**src/rtl/llc_output_encoder.sv**
```systemverilog
// -----------------------------------------------------------------------------
// llc_output_encoder
// Outbound message buffer for the LLC control FSM. Four independent channels
// (rsp_out, fwd_out, mem_req, dma_rsp_out) each own a small FIFO, so
// backpressure on one channel stalls the FSM only when it sends on that channel.
//
// Ports (per channel <ch>):
//   send_<ch>, send_<ch>_data   FSM push request and payload
//   <ch>_ready_for_send         FIFO not full (from registered count only)
//   llc_<ch>_valid / _ready     head handshake toward NoC / memory
//   llc_<ch>                    head payload
// Common:
//   clk, rst (async, active low), overflow_err (sticky), idle
//
// Optional build macro LLC_OUT_PERF_EN adds clr_perf and stall_cnt_<ch>[15:0],
// saturating counts of cycles where a channel head is valid but not accepted.
// -----------------------------------------------------------------------------

module llc_out_fifo #(
    parameter int DEPTH = 2,
    parameter int W     = 8
) (
    input  logic         clk,
    input  logic         rst,
    input  logic         push_req,
    input  logic [W-1:0] push_data,
    output logic         ready_for_send,
    output logic         valid,
    input  logic         pop_ready,
    output logic [W-1:0] head,
`ifdef LLC_OUT_PERF_EN
    input  logic         clr_perf,
    output logic [15:0]  stall_cnt,
`endif
    output logic         push_drop
);
    localparam int PW = $clog2(DEPTH);
    localparam int CW = PW + 1;

    logic [W-1:0]  mem [DEPTH];
    logic [PW-1:0] rptr;
    logic [PW-1:0] wptr;
    logic [CW-1:0] count;
    logic          full;
    logic          push;
    logic          pop;

    // A same-cycle pop never frees the slot for a push: full looks at the
    // registered count only.
    assign full           = (count == CW'(DEPTH));
    assign ready_for_send = !full;
    assign valid          = (count != '0);
    assign push           = push_req && !full;
    assign pop            = valid && pop_ready;
    assign push_drop      = push_req && full;
    assign head           = mem[rptr];

    always_ff @(posedge clk or negedge rst) begin
        if (!rst) begin
            rptr  <= '0;
            wptr  <= '0;
            count <= '0;
        end else begin
            if (push) wptr <= wptr + PW'(1);
            if (pop)  rptr <= rptr + PW'(1);
            case ({push, pop})
                2'b10:   count <= count + CW'(1);
                2'b01:   count <= count - CW'(1);
                default: count <= count;
            endcase
        end
    end

    // Payload storage is deliberately left unreset.
    always_ff @(posedge clk) begin
        if (push) mem[wptr] <= push_data;
    end

`ifdef LLC_OUT_PERF_EN
    always_ff @(posedge clk or negedge rst) begin
        if (!rst) begin
            stall_cnt <= '0;
        end else if (clr_perf) begin
            stall_cnt <= '0;
        end else if (valid && !pop_ready && (stall_cnt != '1)) begin
            stall_cnt <= stall_cnt + 16'd1;
        end
    end
`endif
endmodule

module llc_output_encoder #(
    parameter int DEPTH = 2,
    parameter int RSP_W = 64,
    parameter int FWD_W = 48,
    parameter int MEM_W = 96,
    parameter int DMA_W = 80
) (
    input  logic             clk,
    input  logic             rst,
    input  logic             send_rsp_out,
    input  logic [RSP_W-1:0] send_rsp_out_data,
    output logic             rsp_out_ready_for_send,
    output logic             llc_rsp_out_valid,
    input  logic             llc_rsp_out_ready,
    output logic [RSP_W-1:0] llc_rsp_out,
    input  logic             send_fwd_out,
    input  logic [FWD_W-1:0] send_fwd_out_data,
    output logic             fwd_out_ready_for_send,
    output logic             llc_fwd_out_valid,
    input  logic             llc_fwd_out_ready,
    output logic [FWD_W-1:0] llc_fwd_out,
    input  logic             send_mem_req,
    input  logic [MEM_W-1:0] send_mem_req_data,
    output logic             mem_req_ready_for_send,
    output logic             llc_mem_req_valid,
    input  logic             llc_mem_req_ready,
    output logic [MEM_W-1:0] llc_mem_req,
    input  logic             send_dma_rsp_out,
    input  logic [DMA_W-1:0] send_dma_rsp_out_data,
    output logic             dma_rsp_out_ready_for_send,
    output logic             llc_dma_rsp_out_valid,
    input  logic             llc_dma_rsp_out_ready,
    output logic [DMA_W-1:0] llc_dma_rsp_out,
`ifdef LLC_OUT_PERF_EN
    input  logic             clr_perf,
    output logic [15:0]      stall_cnt_rsp_out,
    output logic [15:0]      stall_cnt_fwd_out,
    output logic [15:0]      stall_cnt_mem_req,
    output logic [15:0]      stall_cnt_dma_rsp_out,
`endif
    output logic             overflow_err,
    output logic             idle
);
    logic [3:0] drop;

    llc_out_fifo #(.DEPTH(DEPTH), .W(RSP_W)) u_rsp_out (
        .clk(clk), .rst(rst),
        .push_req(send_rsp_out), .push_data(send_rsp_out_data),
        .ready_for_send(rsp_out_ready_for_send),
        .valid(llc_rsp_out_valid), .pop_ready(llc_rsp_out_ready), .head(llc_rsp_out),
`ifdef LLC_OUT_PERF_EN
        .clr_perf(clr_perf), .stall_cnt(stall_cnt_rsp_out),
`endif
        .push_drop(drop[0])
    );

    llc_out_fifo #(.DEPTH(DEPTH), .W(FWD_W)) u_fwd_out (
        .clk(clk), .rst(rst),
        .push_req(send_fwd_out), .push_data(send_fwd_out_data),
        .ready_for_send(fwd_out_ready_for_send),
        .valid(llc_fwd_out_valid), .pop_ready(llc_fwd_out_ready), .head(llc_fwd_out),
`ifdef LLC_OUT_PERF_EN
        .clr_perf(clr_perf), .stall_cnt(stall_cnt_fwd_out),
`endif
        .push_drop(drop[1])
    );

    llc_out_fifo #(.DEPTH(DEPTH), .W(MEM_W)) u_mem_req (
        .clk(clk), .rst(rst),
        .push_req(send_mem_req), .push_data(send_mem_req_data),
        .ready_for_send(mem_req_ready_for_send),
        .valid(llc_mem_req_valid), .pop_ready(llc_mem_req_ready), .head(llc_mem_req),
`ifdef LLC_OUT_PERF_EN
        .clr_perf(clr_perf), .stall_cnt(stall_cnt_mem_req),
`endif
        .push_drop(drop[2])
    );

    llc_out_fifo #(.DEPTH(DEPTH), .W(DMA_W)) u_dma_rsp_out (
        .clk(clk), .rst(rst),
        .push_req(send_dma_rsp_out), .push_data(send_dma_rsp_out_data),
        .ready_for_send(dma_rsp_out_ready_for_send),
        .valid(llc_dma_rsp_out_valid), .pop_ready(llc_dma_rsp_out_ready), .head(llc_dma_rsp_out),
`ifdef LLC_OUT_PERF_EN
        .clr_perf(clr_perf), .stall_cnt(stall_cnt_dma_rsp_out),
`endif
        .push_drop(drop[3])
    );

    always_ff @(posedge clk or negedge rst) begin
        if (!rst) begin
            overflow_err <= 1'b0;
        end else if (|drop) begin
            overflow_err <= 1'b1;
        end
    end

    // An empty FIFO has valid low, so "no valids" means all counts are zero.
    always_comb begin
        idle = !(llc_rsp_out_valid || llc_fwd_out_valid ||
                 llc_mem_req_valid || llc_dma_rsp_out_valid ||
                 send_rsp_out || send_fwd_out || send_mem_req || send_dma_rsp_out);
    end
endmodule

```
**config.mk**
```make
export PLATFORM = sky130hd
export DESIGN_NAME = llc_output_encoder
export DESIGN_NICKNAME = d
export VERILOG_FILES = /design/src/rtl/llc_output_encoder.sv
export SDC_FILE = /design/constraint.sdc
export NUM_CORES = 1
export LEC_CHECK = 0
export ABC_AREA = 1
export CORE_AREA = 8 8 227 229
export CTS_CLUSTER_DIAMETER = 50
export CTS_CLUSTER_SIZE = 16
export DETAILED_ROUTE_END_ITERATION = 10
export DIE_AREA = 0 0 235 237
export PLACE_DENSITY = 0.78
export SYNTH_ARGS = -nofsm -noshare
export SYNTH_HDL_FRONTEND = slang
export SYNTH_SLANG_ARGS = --single-unit
```
**constraint.sdc**
```tcl
create_clock -name clk -period 13.9 [get_ports clk]
set_input_delay 2.085 -clock clk [delete_from_list [all_inputs] [get_ports clk]]
set_output_delay 2.085 -clock clk [all_outputs]
set_load 0.02 [all_outputs]
```
==> key figures <==
Global route
  • Vias in the first global route: approximately 15000
  • Total grt overflow: 0
  • Largest net degree at the start of global routing: 98
  • Initial antenna violation count: 12
  • Global-route wire length before repair: 87.0 mm
  • All-Layer GR Usage: 0.203

Synth
  • Post-synth top area share: 0.789
  • Synth top area cells: edfxtp_1 79%, nand2_1 16%, dfrtp_1 1.9%
  • #FFs+latches synth: a little under 600
  • Post-Syn Nets: 1944
  • Synthesized area: 21900 um2
  • Synthesized area per cell: 13.4 um2
  • Ys Warns: 0
  • Cell taking the most area after synthesis: edfxtp_1
  • Gate Count Post-Synth: between 1500 and 2000
  • Sequential area share after synthesis: 0.808
  • Synth cell types: 18

Power and ir drop
  • Logic gate share of total power: 0.412
  • Net Sw Power: between 2 and 2.5 mW
  • Static Leak: 11.7 nW
  • Proportion of power drawn by flip-flops and latches: 0.378
  • Max VDD drop: around 0.00016 V
  • Power Density: 225 nW/um2
  • Int Pwr: ~4.3 mW
  • Clock share of power: 0.210
  • Sw frac: 0.364

Final layout
  • Share of cells above drive strength 1: 0.0459
  • Most frequent cells in the layout: 909 x nand2_1, 595 x clkdlybuf4s50_1, 576 x edfxtp_1, 51 x clkbuf_16, 27 x inv_1
  • Filler cell count in the final layout: 3483
  • Area Growth Syn to Fin: 37.1%
  • Post-layout nets: 2541
  • Commonest non-fill, non-tap cell in the layout: nand2_1

Clock network
  • Insertion delay to the later sink of the worst-skew pair: 0.58 ns
  • CTS Hold Bufs: 0
  • Total clock sinks: about 600
  • Resized Gates After CTS: 0
  • CTS buffer count: 49
  • Clock H-tree levels: 2
  • CTS Root Buffer Type: clkbuf_16
  • Clock slew at reported path FFs: 0.06 ns
  • TritonCTS clock tree: built
  • Post-CTS Setup Repair Bufs: 0
  • Clock Tree Buf Depth: 3

Setup path
  • Worst path arrival time: 3.77 ns
  • R2r setup slk: 11.13 ns
  • Worst path required time: approximately 12 ns
  • Worst Setup EP: idle
  • Reg2Reg Depth: 5
  • Setup crit start: send_mem_req
  • Crit Reg-Reg Startpoint: u_mem_req.count[0]$_DFFE_PN0P_
  • CP Launch Type: primary input
  • Setup CP Type: in -> out
  • Worst Path Max Fanout: 4
  • Crit end category: output port
  • Reg-to-Reg End: u_mem_req.mem[0][10]$_DFFE_PP_

Timing
  • Setup violations, final: 0
  • Slew Viols, Final: 0
  • Post-layout minimum cycle time: 5.86 ns
  • Worst-margin pin slew: 1.20 ns
  • Max frequency: approximately 170 MHz
  • Final TNS setup: 0 ns
  • Clk_skew: 0.0214 ns
  • Final setup margin: around 8 ns
  • Final worst-path cycle share: 0.422
  • RSZ-0062 raised after global routing: false
  • Final-report hold violation count: 0
  • Max_slew headroom: 0.198

Floorplan
  • Die Span Y: roughly 240 um
  • IO Count: 596
  • Row Count: 81
  • Chip Width: 235 um
  • DIE AREA: 55700 um2
  • Initial Utilization: 0.456
  • Core area: 48100 um2

Routing
  • Routed Antenna Nets: 0
  • WL/cell: 20.3 um
  • DRT Pass-1 Iters: 5
  • # DRC: 0
  • Starting DRT DRC Count: 1028
  • DRT Wirelength: 58.9 mm
  • Total number of vias: 14319
  • Drt via density: 4.94

Placed design
  • Pre-CTS WS: 8.05 ns
  • I/O Buffers: 595
  • Gpl congestion: 0.817
  • Dpl hpwl: roughly 40 mm

Min path
  • Hold_sp: u_dma_rsp_out.count[0]$_DFFE_PN0P_
  • Min-delay worst type: reg -> reg

Outcome
  • Outcome: finished clean

Run
  • MaxCap Viol Count: 0
per-stage QoR:
step	power, mW	hold WS [ns]	cells	area [um2]	util
2_1_floorplan	4.06	0.467	1642	21900	-
3_3_place_gp	5.34	0.480	2810	28400	0.590
3_5_place_dp	5.40	0.494	2810	28400	0.590
4_1_cts	6.84	0.503	2890	30000	0.624
5_1_grt	7.08	0.525	2897	30100	0.624
6_report	6.76	0.502	2898	30100	0.625
kinds of logic (layout without fill, tap and decap cells):
family,after synthesis,after routing,share of synthesized area
AO/OA/AOI/OAI,4,4,0.000913
XOR/XNOR,4,4,0.00160
adder cells (fa/ha/maj),4,4,0.00228
buffers and inverters,94,720,0.0242
flip-flops,593,593,0.808
other,0,8,0
AND/OR/NAND/NOR,943,943,0.163
critical path: stages:
cell             delay (ns)
clkdlybuf4s50_1        0.52
nor2_1                 0.17
nand2_1                0.07
nor2_1                 0.26
clkdlybuf4s50_1        0.67
worst min path at each step:
stage	to	slack (ns)	depth (start not counted)
5_1_grt	u_dma_rsp_out.count[0]$_DFFE_PN0P_	0.52	1
4_1_cts	u_dma_rsp_out.count[0]$_DFFE_PN0P_	0.50	1
3_5_place_dp	u_dma_rsp_out.count[0]$_DFFE_PN0P_	0.49	1
3_3_place_gp	u_rsp_out.count[0]$_DFFE_PN0P_	0.48	1
6_report	u_dma_rsp_out.count[0]$_DFFE_PN0P_	0.50	1
2_1_floorplan	u_dma_rsp_out.count[0]$_DFFE_PN0P_	0.47	1
registers in the layout, indices dropped and copies added (netlist names):
| signal | count |
|---|---|
| u_dma_rsp_out.mem | 160 |
| u_fwd_out.rptr | 1 |
| u_rsp_out.count | 2 |
| overflow_err | 1 |
| u_dma_rsp_out.rptr | 1 |
| u_fwd_out.mem | 96 |
| u_fwd_out.wptr | 1 |
| u_dma_rsp_out.count | 2 |
| u_mem_req.count | 2 |
| u_mem_req.wptr | 1 |
| u_rsp_out.mem | 128 |
| u_rsp_out.rptr | 1 |
| u_dma_rsp_out.wptr | 1 |
| u_rsp_out.wptr | 1 |
| u_fwd_out.count | 2 |
| u_mem_req.mem | 192 |
| u_mem_req.rptr | 1 |
layer usage:
metal  up-vias  global-route usage  routed length [um]
met5         -                   0                  49
met1      6925               0.229               21300
met4         8              0.0792                1780
met3       105              0.0631                5090
li1       6717                   -                   -
met2       564               0.356               30700
synthesized netlist by cell type (all sizes together):
| cell type | instances |
|---|---|
| clkbuf | 2 |
| nand3 | 7 |
| nand2 | 913 |
| xnor2 | 4 |
| nand4 | 4 |
| dfrtp | 17 |
| edfxtp | 576 |
| buf | 61 |
| inv | 31 |
| a21oi | 4 |
| ha | 4 |
| nor2 | 19 |
cell type report:
type / instances / area, um2 / area share
tap: 622 / 778 / 0.0259
multi-input combinational: 955 / 3730 / 0.124
inverter: 31 / 119 / 0.00395
clock inverter: 22 / 325 / 0.0108
clock buffer: 58 / 1300 / 0.0433
timing repair buffer: 609 / 6060 / 0.202
antenna: 8 / 20.0 / 0.000666
sequential: 593 / 17700 / 0.590
power by group through the flow:
stage / combinational [mW] / sequential, mW / clock [mW]
6_report: 2.79 / 2.55 / 1.42
5_1_grt: 2.99 / 2.58 / 1.51
4_1_cts: 2.84 / 2.55 / 1.45
3_5_place_dp: 2.82 / 2.59 / 0
3_3_place_gp: 2.78 / 2.57 / 0
2_1_floorplan: 1.47 / 2.59 / 0
Power figures use the tool's default switching activity.
